**src/rtl/pwm_duty_ramp_pkg.sv**
```systemverilog
`default_nettype none
// ============================================================================
// Module  : pwm_duty_ramp_pkg
// Brief   : Shared constants, register map and state encoding for the duty ramp.
// Revision: 1.0 - initial release
// ============================================================================
package pwm_duty_ramp_pkg;

    localparam int C_DW = 20;
    localparam int C_IW = 16;

    localparam logic [1:0] REG_PERIOD   = 2'd0;
    localparam logic [1:0] REG_TARGET   = 2'd1;
    localparam logic [1:0] REG_STEP     = 2'd2;
    localparam logic [1:0] REG_INTERVAL = 2'd3;

    localparam logic PWM_ADDR_PERIOD = 1'b0;
    localparam logic PWM_ADDR_DUTY   = 1'b1;

    typedef enum logic [0:0] {
        ST_IDLE = 1'b0,
        ST_RAMP = 1'b1
    } state_t;

endpackage
`default_nettype wire

```
**src/rtl/pwm_duty_ramp_if.sv**
```systemverilog
`default_nettype none
// ============================================================================
// Module  : pwm_duty_ramp_if
// Brief   : Host write port, downstream pwm write port and ramp status.
// Revision: 1.0 - initial release
// ============================================================================
interface pwm_duty_ramp_if
    import pwm_duty_ramp_pkg::*;
#(
    parameter int DW = C_DW
);
    logic [1:0]    addr;
    logic          wr_n;
    logic [DW-1:0] i_data;
    logic          o_addr;
    logic          o_wr_n;
    logic [DW-1:0] o_data;
    logic [DW-1:0] o_duty;
    logic          o_busy;
    logic          o_done;

    modport master (
        output addr, wr_n, i_data,
        input  o_addr, o_wr_n, o_data, o_duty, o_busy, o_done
    );

    modport slave (
        input  addr, wr_n, i_data,
        output o_addr, o_wr_n, o_data, o_duty, o_busy, o_done
    );

endinterface
`default_nettype wire

```
**src/rtl/pwm_duty_ramp_step.sv**
```systemverilog
`default_nettype none
// ============================================================================
// Module  : pwm_duty_ramp_step
// Brief   : Next duty value one bounded step from current toward target.
// Revision: 1.0 - initial release
// ============================================================================
module pwm_duty_ramp_step
    import pwm_duty_ramp_pkg::*;
#(
    parameter int DW = C_DW
) (
    input  wire logic [DW-1:0] i_cur,
    input  wire logic [DW-1:0] i_target,
    input  wire logic [DW-1:0] i_step,
    output logic      [DW-1:0] o_next,
    output logic               o_at_target
);
    logic          w_up;
    logic [DW-1:0] w_diff;

    always_comb begin
        w_up   = (i_target > i_cur);
        w_diff = w_up ? (i_target - i_cur) : (i_cur - i_target);
        // A zero step means "no slewing": land on target in one write.
        if ((i_step == '0) || (w_diff <= i_step)) begin
            o_next = i_target;
        end else if (w_up) begin
            o_next = i_cur + i_step;
        end else begin
            o_next = i_cur - i_step;
        end
        o_at_target = (o_next == i_target);
    end

endmodule
`default_nettype wire

```
**src/rtl/pwm_duty_ramp.sv**
```systemverilog
`default_nettype none
// ============================================================================
// Module  : pwm_duty_ramp
// Brief   : Forwards period writes and slews pwm duty toward a target in steps.
// Revision: 1.0 - initial release
// ============================================================================
module pwm_duty_ramp
    import pwm_duty_ramp_pkg::*;
#(
    parameter int DW = C_DW,
    parameter int IW = C_IW
) (
    input  wire logic      clk,
    input  wire logic      rst,
    pwm_duty_ramp_if.slave bus
);
    state_t        r_state, w_state_nxt;
    logic [DW-1:0] r_period, w_period_nxt;
    logic [DW-1:0] r_target, w_target_nxt;
    logic [DW-1:0] r_step, w_step_nxt;
    logic [DW-1:0] r_duty, w_duty_nxt;
    logic [DW-1:0] r_data, w_data_nxt;
    logic [IW-1:0] r_interval, w_interval_nxt;
    logic [IW-1:0] r_timer, w_timer_nxt;
    logic          r_addr, w_addr_nxt;
    logic          r_wr_n, w_wr_n_nxt;
    logic          r_busy, w_busy_nxt;
    logic          r_done, w_done_nxt;

    logic          w_per_wr, w_tgt_wr, w_step_wr, w_int_wr;
    logic [DW-1:0] w_tgt_clamp, w_tgt_on_per, w_tgt_use, w_next;
    logic          w_at_target;
    logic [IW-1:0] w_int_in, w_tick;
    logic          w_load, w_final;

    assign w_per_wr  = ~bus.wr_n && (bus.addr == REG_PERIOD);
    assign w_tgt_wr  = ~bus.wr_n && (bus.addr == REG_TARGET);
    assign w_step_wr = ~bus.wr_n && (bus.addr == REG_STEP);
    assign w_int_wr  = ~bus.wr_n && (bus.addr == REG_INTERVAL);

    assign w_tgt_clamp  = (bus.i_data > r_period) ? r_period : bus.i_data;
    assign w_tgt_on_per = (bus.i_data < r_target) ? bus.i_data : r_target;
    assign w_tgt_use    = w_tgt_wr ? w_tgt_clamp : r_target;
    assign w_int_in     = (bus.i_data[IW-1:0] == '0) ? IW'(1) : bus.i_data[IW-1:0];

    // Fed the incoming target on a TARGET write so interval 1 issues at once.
    pwm_duty_ramp_step #(
        .DW (DW)
    ) u_step (
        .i_cur       (r_duty),
        .i_target    (w_tgt_use),
        .i_step      (r_step),
        .o_next      (w_next),
        .o_at_target (w_at_target)
    );

    always_comb begin
        w_state_nxt    = r_state;
        w_period_nxt   = r_period;
        w_target_nxt   = r_target;
        w_step_nxt     = r_step;
        w_duty_nxt     = r_duty;
        w_interval_nxt = r_interval;
        w_timer_nxt    = r_timer;
        w_addr_nxt     = r_addr;
        w_data_nxt     = r_data;
        w_wr_n_nxt     = 1'b1;
        w_done_nxt     = 1'b0;
        w_load         = 1'b0;
        w_final        = 1'b0;
        w_tick         = r_timer;

        if (w_per_wr) begin
            w_period_nxt = bus.i_data;
            w_target_nxt = w_tgt_on_per;
            w_wr_n_nxt   = 1'b0;
            w_addr_nxt   = PWM_ADDR_PERIOD;
            w_data_nxt   = bus.i_data;
            if (bus.i_data < r_duty) begin
                w_state_nxt = ST_RAMP;
                w_load      = 1'b1;
            end
        end

        if (w_tgt_wr) begin
            w_target_nxt = w_tgt_clamp;
            if (w_tgt_clamp == r_duty) begin
                w_state_nxt = ST_IDLE;
                w_done_nxt  = 1'b1;
            end else begin
                w_state_nxt = ST_RAMP;
                w_load      = 1'b1;
            end
        end

        if (w_step_wr) begin
            w_step_nxt = bus.i_data;
        end
        if (w_int_wr) begin
            w_interval_nxt = w_int_in;
        end

        // A (re)load counts as the first tick, so writes land interval cycles later.
        if (w_load || ((r_state == ST_RAMP) && (w_state_nxt == ST_RAMP))) begin
            w_tick = w_load ? r_interval : r_timer;
            if (w_tick <= IW'(1)) begin
                if (w_per_wr) begin
                    w_timer_nxt = IW'(1);
                end else begin
                    w_wr_n_nxt  = 1'b0;
                    w_addr_nxt  = PWM_ADDR_DUTY;
                    w_data_nxt  = w_next;
                    w_duty_nxt  = w_next;
                    w_timer_nxt = r_interval;
                    if (w_at_target) begin
                        w_final     = 1'b1;
                        w_done_nxt  = 1'b1;
                        w_state_nxt = ST_IDLE;
                    end
                end
            end else begin
                w_timer_nxt = w_tick - IW'(1);
            end
        end

        w_busy_nxt = (w_state_nxt == ST_RAMP) || w_final;
    end

    always_ff @(posedge clk) begin
        if (rst) begin
            r_state    <= ST_IDLE;
            r_period   <= '0;
            r_target   <= '0;
            r_step     <= '0;
            r_duty     <= '0;
            r_interval <= IW'(1);
            r_timer    <= '0;
            r_addr     <= PWM_ADDR_PERIOD;
            r_data     <= '0;
            r_wr_n     <= 1'b1;
            r_busy     <= 1'b0;
            r_done     <= 1'b0;
        end else begin
            r_state    <= w_state_nxt;
            r_period   <= w_period_nxt;
            r_target   <= w_target_nxt;
            r_step     <= w_step_nxt;
            r_duty     <= w_duty_nxt;
            r_interval <= w_interval_nxt;
            r_timer    <= w_timer_nxt;
            r_addr     <= w_addr_nxt;
            r_data     <= w_data_nxt;
            r_wr_n     <= w_wr_n_nxt;
            r_busy     <= w_busy_nxt;
            r_done     <= w_done_nxt;
        end
    end

    assign bus.o_addr = r_addr;
    assign bus.o_wr_n = r_wr_n;
    assign bus.o_data = r_data;
    assign bus.o_duty = r_duty;
    assign bus.o_busy = r_busy;
    assign bus.o_done = r_done;

endmodule
`default_nettype wire

```
**src/flat_wrapper.sv**
```systemverilog
// flat-port wrapper written by rule: the top's interface ports become plain ports
module pwm_duty_ramp_flat import pwm_duty_ramp_pkg::*;
#(
    parameter int DW = C_DW,
    parameter int IW = C_IW
)
  (clk, rst, bus_addr, bus_wr_n, bus_i_data, bus_o_addr, bus_o_wr_n, bus_o_data, bus_o_duty, bus_o_busy, bus_o_done);
  pwm_duty_ramp_if #(.DW(DW)) bus_i ();
  input  wire logic clk;
  input  wire logic rst;
  input wire logic [$bits(bus_i.addr)-1:0] bus_addr;
  input wire logic [$bits(bus_i.wr_n)-1:0] bus_wr_n;
  input wire logic [$bits(bus_i.i_data)-1:0] bus_i_data;
  output wire logic [$bits(bus_i.o_addr)-1:0] bus_o_addr;
  output wire logic [$bits(bus_i.o_wr_n)-1:0] bus_o_wr_n;
  output wire logic [$bits(bus_i.o_data)-1:0] bus_o_data;
  output wire logic [$bits(bus_i.o_duty)-1:0] bus_o_duty;
  output wire logic [$bits(bus_i.o_busy)-1:0] bus_o_busy;
  output wire logic [$bits(bus_i.o_done)-1:0] bus_o_done;
  assign bus_i.addr = bus_addr;
  assign bus_i.wr_n = bus_wr_n;
  assign bus_i.i_data = bus_i_data;
  assign bus_o_addr = bus_i.o_addr;
  assign bus_o_wr_n = bus_i.o_wr_n;
  assign bus_o_data = bus_i.o_data;
  assign bus_o_duty = bus_i.o_duty;
  assign bus_o_busy = bus_i.o_busy;
  assign bus_o_done = bus_i.o_done;
  pwm_duty_ramp #(.DW(DW), .IW(IW)) u_core (.clk(clk), .rst(rst), .bus(bus_i));
endmodule
```
**config.mk**
```make
export PLATFORM = sky130hd
export DESIGN_NAME = pwm_duty_ramp_flat
export DESIGN_NICKNAME = d
export VERILOG_FILES = /design/src/rtl/pwm_duty_ramp_pkg.sv /design/src/rtl/pwm_duty_ramp_if.sv /design/src/rtl/pwm_duty_ramp_step.sv /design/src/rtl/pwm_duty_ramp.sv /design/src/flat_wrapper.sv
export SDC_FILE = /design/constraint.sdc
export NUM_CORES = 1
export LEC_CHECK = 0
export BUFFER_PORTS_ARGS = -buffer_cell sky130_fd_sc_hd__buf_2
export CORE_ASPECT_RATIO = 1.75
export CORE_MARGIN = 2
export CORE_UTILIZATION = 35
export DETAILED_ROUTE_END_ITERATION = 10
export GPL_TIMING_DRIVEN = 0
export PLACE_DENSITY = 0.5
export SETUP_SLACK_MARGIN = 0.4
export SLEW_MARGIN = 20
export SYNTH_ARGS = -nofsm -noshare
export SYNTH_HDL_FRONTEND = slang
export SYNTH_SLANG_ARGS = --single-unit
```
**constraint.sdc**
```tcl
create_clock -name clk -period 15.35 [get_ports clk]
set_clock_uncertainty 0.05 [all_clocks]
set_input_delay 2.3025 -clock clk [delete_from_list [all_inputs] [get_ports clk]]
set_output_delay 2.3025 -clock clk [all_outputs]
set_load 0.005 [all_outputs]
```
==> results of run 1 <==
stage by stage:
stage / cells / cell area [sq um]
after floorplan: 1752 / 13200
after global placement: 2298 / 14100
after detailed placement: 2298 / 14100
after CTS: 2330 / 14700
after global routing: 2330 / 14700
final: 2330 / 14700
per-layer routing:
layer	wire length (um)	vias up	share of wire, %	global-route usage, %
met5	0	-	0	0
met1	21200	6591	33	29.6
met4	7760	0	12	33.9
li1	-	6476	-	-
met3	2170	281	3.4	3.11
met2	33500	515	52	60.6
worst max-delay path by stage:
stage / startpoint / to / slack, ns / depth (start not counted)
global route: bus_i_data[15] / u_core.r_state / 2.52 / 32
floorplan: bus_i_data[15] / u_core.r_state / 5.96 / 33
finish: bus_i_data[15] / u_core.bus.o_done / 2.61 / 32
global placement: bus_i_data[15] / u_core.bus.o_done / 2.35 / 33
CTS: bus_i_data[15] / u_core.bus.o_done / 2.85 / 33
detailed placement: bus_i_data[15] / u_core.bus.o_done / 2.40 / 33
worst max-delay path: cells and delay by family:
family / cells / cell delay [ns]
AOI/OAI and AO/OA: 10 / 3.64
xor gates and xnor gates: 2 / 0.31
adders and majority gates: 3 / 0.90
buffers and inverters: 5 / 1.33
and+or+nand+nor: 12 / 4.56
cells by family after synthesis:
kind of cell	share of synthesized area, %
and+or+nand+nor	21.0
AOI/OAI and AO/OA	26.9
buffers and inverters	7.06
adders and majority gates	13.7
DFF	20.8
xor gates and xnor gates	6.18
muxes	4.28
cell usage after synthesis (all sizes together), types with 16 or more instances:
library cell / number
a21oi: 155
clkbuf: 71
nand2b: 21
xor2: 28
nand2: 211
inv: 127
or3: 17
a31oi: 16
o21ai: 85
xnor2: 65
and3: 16
nand3: 31
ha: 140
o22ai: 16
dfxtp: 137
nor4: 22
a211oi: 53
mux2i: 50
buf: 30
nor2: 132
a21o: 45
nand4: 29
nor3: 33
layout by cell type, fill, tap and decap left out, types with 13 or more instances in the layout:
| cell | instances |
|---|---|
| sky130_fd_sc_hd__clkbuf_1 | 71 |
| sky130_fd_sc_hd__a31oi_1 | 15 |
| sky130_fd_sc_hd__nand2_1 | 208 |
| sky130_fd_sc_hd__or3_1 | 17 |
| sky130_fd_sc_hd__nand3b_1 | 14 |
| sky130_fd_sc_hd__and3_1 | 16 |
| sky130_fd_sc_hd__nand3_1 | 31 |
| sky130_fd_sc_hd__nand2b_1 | 21 |
| sky130_fd_sc_hd__a211oi_1 | 44 |
| sky130_fd_sc_hd__a21o_1 | 45 |
| sky130_fd_sc_hd__clkbuf_16 | 17 |
| sky130_fd_sc_hd__o21ai_0 | 60 |
| sky130_fd_sc_hd__o21a_1 | 14 |
| sky130_fd_sc_hd__xor2_1 | 28 |
| sky130_fd_sc_hd__ha_1 | 140 |
| sky130_fd_sc_hd__dfxtp_1 | 137 |
| sky130_fd_sc_hd__xnor2_1 | 65 |
| sky130_fd_sc_hd__buf_2 | 83 |
| sky130_fd_sc_hd__o22ai_1 | 16 |
| sky130_fd_sc_hd__mux2i_1 | 49 |
| sky130_fd_sc_hd__o21ai_1 | 20 |
| sky130_fd_sc_hd__nor2b_1 | 15 |
| sky130_fd_sc_hd__nor2_1 | 128 |
| sky130_fd_sc_hd__nor3_1 | 31 |
| sky130_fd_sc_hd__nand4_1 | 28 |
| sky130_fd_sc_hd__inv_1 | 126 |
| sky130_fd_sc_hd__a21oi_1 | 153 |
| sky130_fd_sc_hd__o211ai_1 | 13 |
| sky130_fd_sc_hd__nor4_1 | 20 |
registers in the layout, summed over array words and instances (netlist names):
signal	count
u_core.r_target	20
u_core.bus.o_data	20
u_core.bus.o_duty	20
u_core.bus.o_wr_n	1
u_core.r_period	20
u_core.r_timer	16
u_core.r_interval	16
u_core.bus.o_busy	1
u_core.bus.o_addr	1
u_core.bus.o_done	1
u_core.r_state	1
u_core.r_step	20
power breakdown:
part / internal, mW / switching, mW / leakage [nW]
clock network: 0.211 / 0.179 / 0.252
logic: 0.466 / 0.812 / 4.81
registers: 0.383 / 0.0424 / 1.12
total: 1.06 / 1.03 / 6.18
layout make-up:
cell class | instances | area (sq um)
fill | 3995 | 22700
multi-input combinational | 1386 | 9520
sequential | 137 | 2740
tap | 480 | 601
inverter | 128 | 480
buffer | 101 | 450
clock buffer | 19 | 443
timing repair buffer | 66 | 330
clock inverter | 13 | 96.3
==> results.py, run 1 <==
metrics = {
    "timing": {
        "rsz_0062_raised_after_global_routing": "no",
        "fmax_mhz": 78.5,
        "layout_setup_ws_ns": 2.61,
        "worst_slew_margin_rel_pct": 32.0,
        "setup-violations-final": 0,
        "final_hold_viols": 0,
        "fin_crit_sh_pct": 83.0,
        "period_needed_ns": 12.74,
        "worst_slew_pin_slew_ns": 1.01,
        "finalMaxSlewViolations": 0,
        "hold-worst-slack_ns": 0.417,
        "setup_tns_ns": 0,
    },
    "critical_path": {
        "slowest_delay_ns": 0.88,
        "critical_path.reg2reg.startpoint": "u_core.r_period[15]",
        "library_cell_appearing_most_often_on_the_critical_path": "sky130_fd_sc_hd__ha_1",
        "critical_path.startpoint_type": "input pin",
        "ff2ff_setup_slack_ns": 3.84,
        "crit_path_top_delay_cell": "sky130_fd_sc_hd__nor4_1",
        "required_ns": 15.70,
        "worstReg2RegEnd": "u_core.bus.o_done",
        "worstPathMaxFanout": 10,
        "timing_worst_setup_path_type": "in -> reg",
        "worstSetupEndpointType": "register",
        "worst-r2r-cell-count": 32,
        "worst-endpoint-arrival_ns": 13.09,
    },
    "clock_network": {
        "clock_tree.htree_level_count": 4,
        "worst_skew_pair.late_latency_ns": 0.46,
        "cts.reportedPaths.clkPinSlew_ns": 0.06,
        "cts-resized-gates": 0,
        "cts_num_sinks": 137,
        "clock_tree.buffer_depth": 2,
        "tritoncts.num_buffers": 17,
        "tritoncts_clock_tree": "yes",
        "total_of_hold_buffers_inserted_after_clock_tree_synthesis": 0,
        "ctsRootBufferMaster": "sky130_fd_sc_hd__clkbuf_16",
        "cts.repair_timing.setup_buffer_count": 0,
    },
    "floorplan": {
        "rows": 94,
        "io_pins": 69,
        "die_area_sq_um": 39300,
        "start_util_pct": 35.3,
        "die_h_um": 261,
        "placeableCoreArea_sq_um": 37400,
        "die_w_um": 151,
    },
    "cells_and_area": {
        "fin_nets": 2005,
        "final_layout_size_suffix_gt1_share_pct": 9.68,
        "syn_to_final_growth_pct": 11.2,
        "finish.utilization_pct": 39.2,
        "antennaDiodeCount": 0,
    },
    "synth": {
        "synth_sequential_area_ratio_pct": 20.8,
        "postSynthNetCount": 1920,
        "postSynth.asyncResetShare_pct": 0,
        "yosysTopAreaCell": "sky130_fd_sc_hd__dfxtp_1",
        "synth-warning-count": 0,
        "yosys.area.top_type_share_pct": 20.8,
        "syn-cell-area_sq_um": 13200,
        "ys.flop_type": "sky130_fd_sc_hd__dfxtp_1",
        "postSynthRegisterBits": 137,
        "synth_edf_count": 0,
        "synth.top_cells.by_area": "sky130_fd_sc_hd__dfxtp_1, sky130_fd_sc_hd__ha_1, sky130_fd_sc_hd__nand2_1",
        "post_synth_num_cell_types": 95,
        "synth_cells": 1752,
        "syn_area_per_cell_sq_um": 7.53,
    },
    "grt": {
        "groute.usage.overall_pct": 32.8,
        "grt_max_degree": 17,
        "grt_first_pass_wirelength_um": 91500,
        "first_global_vias": 14160,
        "grt_antenna_before_repair": 0,
        "grt_overflow": 0,
    },
    "route": {
        "drt_drc_violations_left": 0,
        "drt_pass1_iterations": 5,
        "postRouteWirelength_um": 64600,
        "route.antenna.remaining_nets": 0,
        "vias": 13863,
        "detail_route.wl_per_cell_um": 27.7,
        "route.detailed.vias_per_inst": 5.95,
        "initialDrtViolationCount": 765,
    },
    "job": {
        "max_cap_violations": 0,
    },
    "placement": {
        "dp.final_hpwl_um": 53600,
        "gp_congestion": 1.01,
        "post-place-ws_ns": 2.40,
        "numPortBuffers": 66,
    },
    "power_and_ir_drop": {
        "power_density_relative_to_cell_area_nw_per_um2": 143,
        "power.leakage_nw": 6.18,
        "total_power_mw": 2.09,
        "vdd_ir_drop_max_mv": 0.0492,
    },
    "hold_path": {
        "timing.hold.worst_endpoint": "u_core.r_step[18]",
        "hold_class": "reg -> reg",
        "hold_start": "u_core.r_step[18]",
        "hold_depth": 2,
    },
    "outcome": {
        "outcome": "finished clean",
    },
}
Note: power is estimated with default switching activity, not from simulation.
==> run 2: changes to the inputs <==
PLACE_DENSITY = 0.51   (was 0.5)
clock period = 10.3 ns   (was 15.35 ns; I/O delays follow)
==> run 2 against run 1 <==
Net effect:
- count of clock-buffer cells in the layout down 2
- power grew 57%
- sequential share of layout area shrank 0.59 points
- first-iteration DRC count rose by 7.6%
- core utilization grew 1.3 points
- register-to-register slack got worse by 2.8 ns
- non-clock buffer count grew 21
- cell count up 0.90%
- hold slack worse by 0.0066 ns
- die area is the same
- via count is 1.7% higher
- setup slack worse by 2.1 ns
- critical path type unchanged
- largest cell class unchanged
==> results.py, run 2 (synthesis results as in run 1) <==
metrics = {
    "timing": {
        "fin_crit_sh_pct": 94.6,
        "setup-violations-final": 0,
        "finalMaxSlewViolations": 0,
        "period_needed_ns": 9.75,
        "worst_slew_pin_slew_ns": 1.03,
        "layout_setup_ws_ns": 0.552,
        "rsz_0062_raised_after_global_routing": "yes",
        "final_hold_viols": 0,
        "worst_slew_margin_rel_pct": 31.2,
        "fmax_mhz": 103,
    },
    "cells_and_area": {
        "finish.utilization_pct": 40.5,
        "multiInputGateArea_sq_um": 9730,
        "mostFrequentLayoutCells": "sky130_fd_sc_hd__nand2_1, sky130_fd_sc_hd__a21oi_1, sky130_fd_sc_hd__ha_1, sky130_fd_sc_hd__dfxtp_1, sky130_fd_sc_hd__nor2_1",
        "layout.filler_cells": 3975,
        "most_frequent_standard_cell_in_the_layout_excluding_fill_and_tap_cells": "sky130_fd_sc_hd__nand2_1",
        "antennaDiodeCount": 0,
        "final_layout_size_suffix_gt1_share_pct": 12.3,
        "final_instance_area_sq_um": 15100,
        "fin_nets": 2026,
        "sequential_area_sq_um": 2740,
        "syn_to_final_growth_pct": 14.9,
    },
    "clock_network": {
        "clock_tree.htree_level_count": 4,
        "tritoncts_clock_tree": "yes",
        "clock_tree.buffer_depth": 2,
        "cts_num_sinks": 137,
        "cts.reportedPaths.clkPinSlew_ns": 0.07,
        "ctsRootBufferMaster": "sky130_fd_sc_hd__clkbuf_16",
        "worst_skew_pair.late_latency_ns": 0.47,
        "tritoncts.num_buffers": 17,
        "total_of_hold_buffers_inserted_after_clock_tree_synthesis": 0,
    },
    "grt": {
        "grt_antenna_before_repair": 0,
        "grt_max_degree": 17,
        "grt_overflow": 0,
        "met2_capacity_usage_during_global_routing_pct": 59.6,
        "groute.layer.met1.usage_pct": 30.1,
        "grt_first_pass_wirelength_um": 92300,
        "first_global_vias": 14349,
        "groute.usage.overall_pct": 32.7,
        "globalRoute.busiestLayer": "met2",
        "met3_demand_to_capacity_share_in_global_routing_pct": 4.67,
    },
    "critical_path": {
        "worstReg2RegEnd": "u_core.bus.o_done",
        "crit_path_top_delay_cell": "sky130_fd_sc_hd__a2111o_1",
        "startpoint": "bus_i_data[4]",
        "critical_path.startpoint_type": "input pin",
        "endpoint": "u_core.bus.o_done",
        "library_cell_appearing_most_often_on_the_critical_path": "sky130_fd_sc_hd__nor4_4",
        "worst-r2r-cell-count": 34,
        "critical_path.reg2reg.startpoint": "u_core.r_period[15]",
        "required_ns": 10.66,
        "ff2ff_setup_slack_ns": 1.03,
        "worstSetupEndpointType": "register",
        "slowest_delay_ns": 0.57,
        "worst-endpoint-arrival_ns": 10.10,
        "timing_worst_setup_path_type": "in -> reg",
        "worstPathMaxFanout": 10,
    },
    "route": {
        "route.antenna.remaining_nets": 0,
        "drt_pass1_iterations": 5,
        "postRouteWirelength_um": 64400,
        "route.detailed.vias_per_inst": 5.99,
        "drt_drc_violations_left": 0,
        "initialDrtViolationCount": 823,
        "detail_route.wl_per_cell_um": 27.4,
        "vias": 14094,
    },
    "placement": {
        "gp_congestion": 1.05,
        "dp.final_hpwl_um": 52400,
        "numPortBuffers": 66,
        "post_dp_cell_area_sq_um": 14100,
        "post-place-ws_ns": -2.14,
    },
    "floorplan": {
        "start_util_pct": 35.3,
        "die_h_um": 261,
        "rows": 94,
        "die_area_sq_um": 39300,
        "placeableCoreArea_sq_um": 37400,
        "io_pins": 69,
        "die_w_um": 151,
    },
    "hold_path": {
        "hold_class": "reg -> reg",
        "hold_start": "u_core.bus.o_addr",
    },
    "job": {
        "max_cap_violations": 0,
    },
    "power_and_ir_drop": {
        "vdd_ir_drop_max_mv": 0.117,
        "power_density_relative_to_cell_area_nw_per_um2": 216,
        "power.leakage_nw": 6.40,
    },
    "outcome": {
        "outcome": "finished clean",
    },
}
==> run 2: worst min path at each step <==
stage	to	slack [ns]	depth (start not counted)
after global placement	u_core.bus.o_addr	0.39	2
after CTS	u_core.bus.o_addr	0.41	2
final	u_core.bus.o_addr	0.41	2
after floorplan	u_core.r_step[18]	0.39	2
after detailed placement	u_core.bus.o_addr	0.39	2
after global routing	u_core.bus.o_addr	0.44	2
==> run 2: worst max-delay path: cells and delay by family <==
kind / cells / cell delay [ns]
adders and majority gates: 3 / 0.93
buffers and inverters: 8 / 1.54
and+or+nand+nor: 11 / 2.58
xor gates and xnor gates: 2 / 0.59
AOI/OAI and AO/OA: 9 / 2.87
==> run 2: power breakdown <==
group          switching [mW]  internal (mW)
Combinational            1.25          0.762
Clock                   0.287          0.342
Sequential             0.0637          0.570
Total                    1.60           1.67
==> run 2: final cells by class <==
type / instances / share of cell area, %
Multi-Input combinational cell: 1386 / 64.2
Sequential cell: 137 / 18.1
Tap cell: 480 / 3.97
Buffer: 101 / 3.39
Timing Repair Buffer: 87 / 3.26
Inverter: 128 / 3.20
Clock buffer: 17 / 2.81
Clock inverter: 15 / 1.04
==> run 2: repair_timing <==
action / CTS / global route
endpoints found under the setup margin: 42 / 29
gates resized for setup: 38 / 32
pin swaps: 10 / 12
buffers inserted: 11 / 10
==> run 2: stage by stage <==
stage               power [mW]  cells  hold slack [ns]  setup TNS (ns)
floorplan                 1.90   1752            0.386               0
global placement          2.49   2298            0.387          -57.91
detailed placement        2.50   2298            0.395          -44.28
CTS                       3.22   2341            0.406               0
global route              3.45   2351            0.437               0
finish                    3.28   2351            0.410               0
==> run 2: metal layers <==
metal / part of all wire, % / up-vias / routed length, um
met5: 0 / - / 0
met4: 12 / 0 / 7540
met3: 4.1 / 290 / 2620
met2: 51 / 579 / 32900
met1: 33 / 6713 / 21300
li1: - / 6512 / -
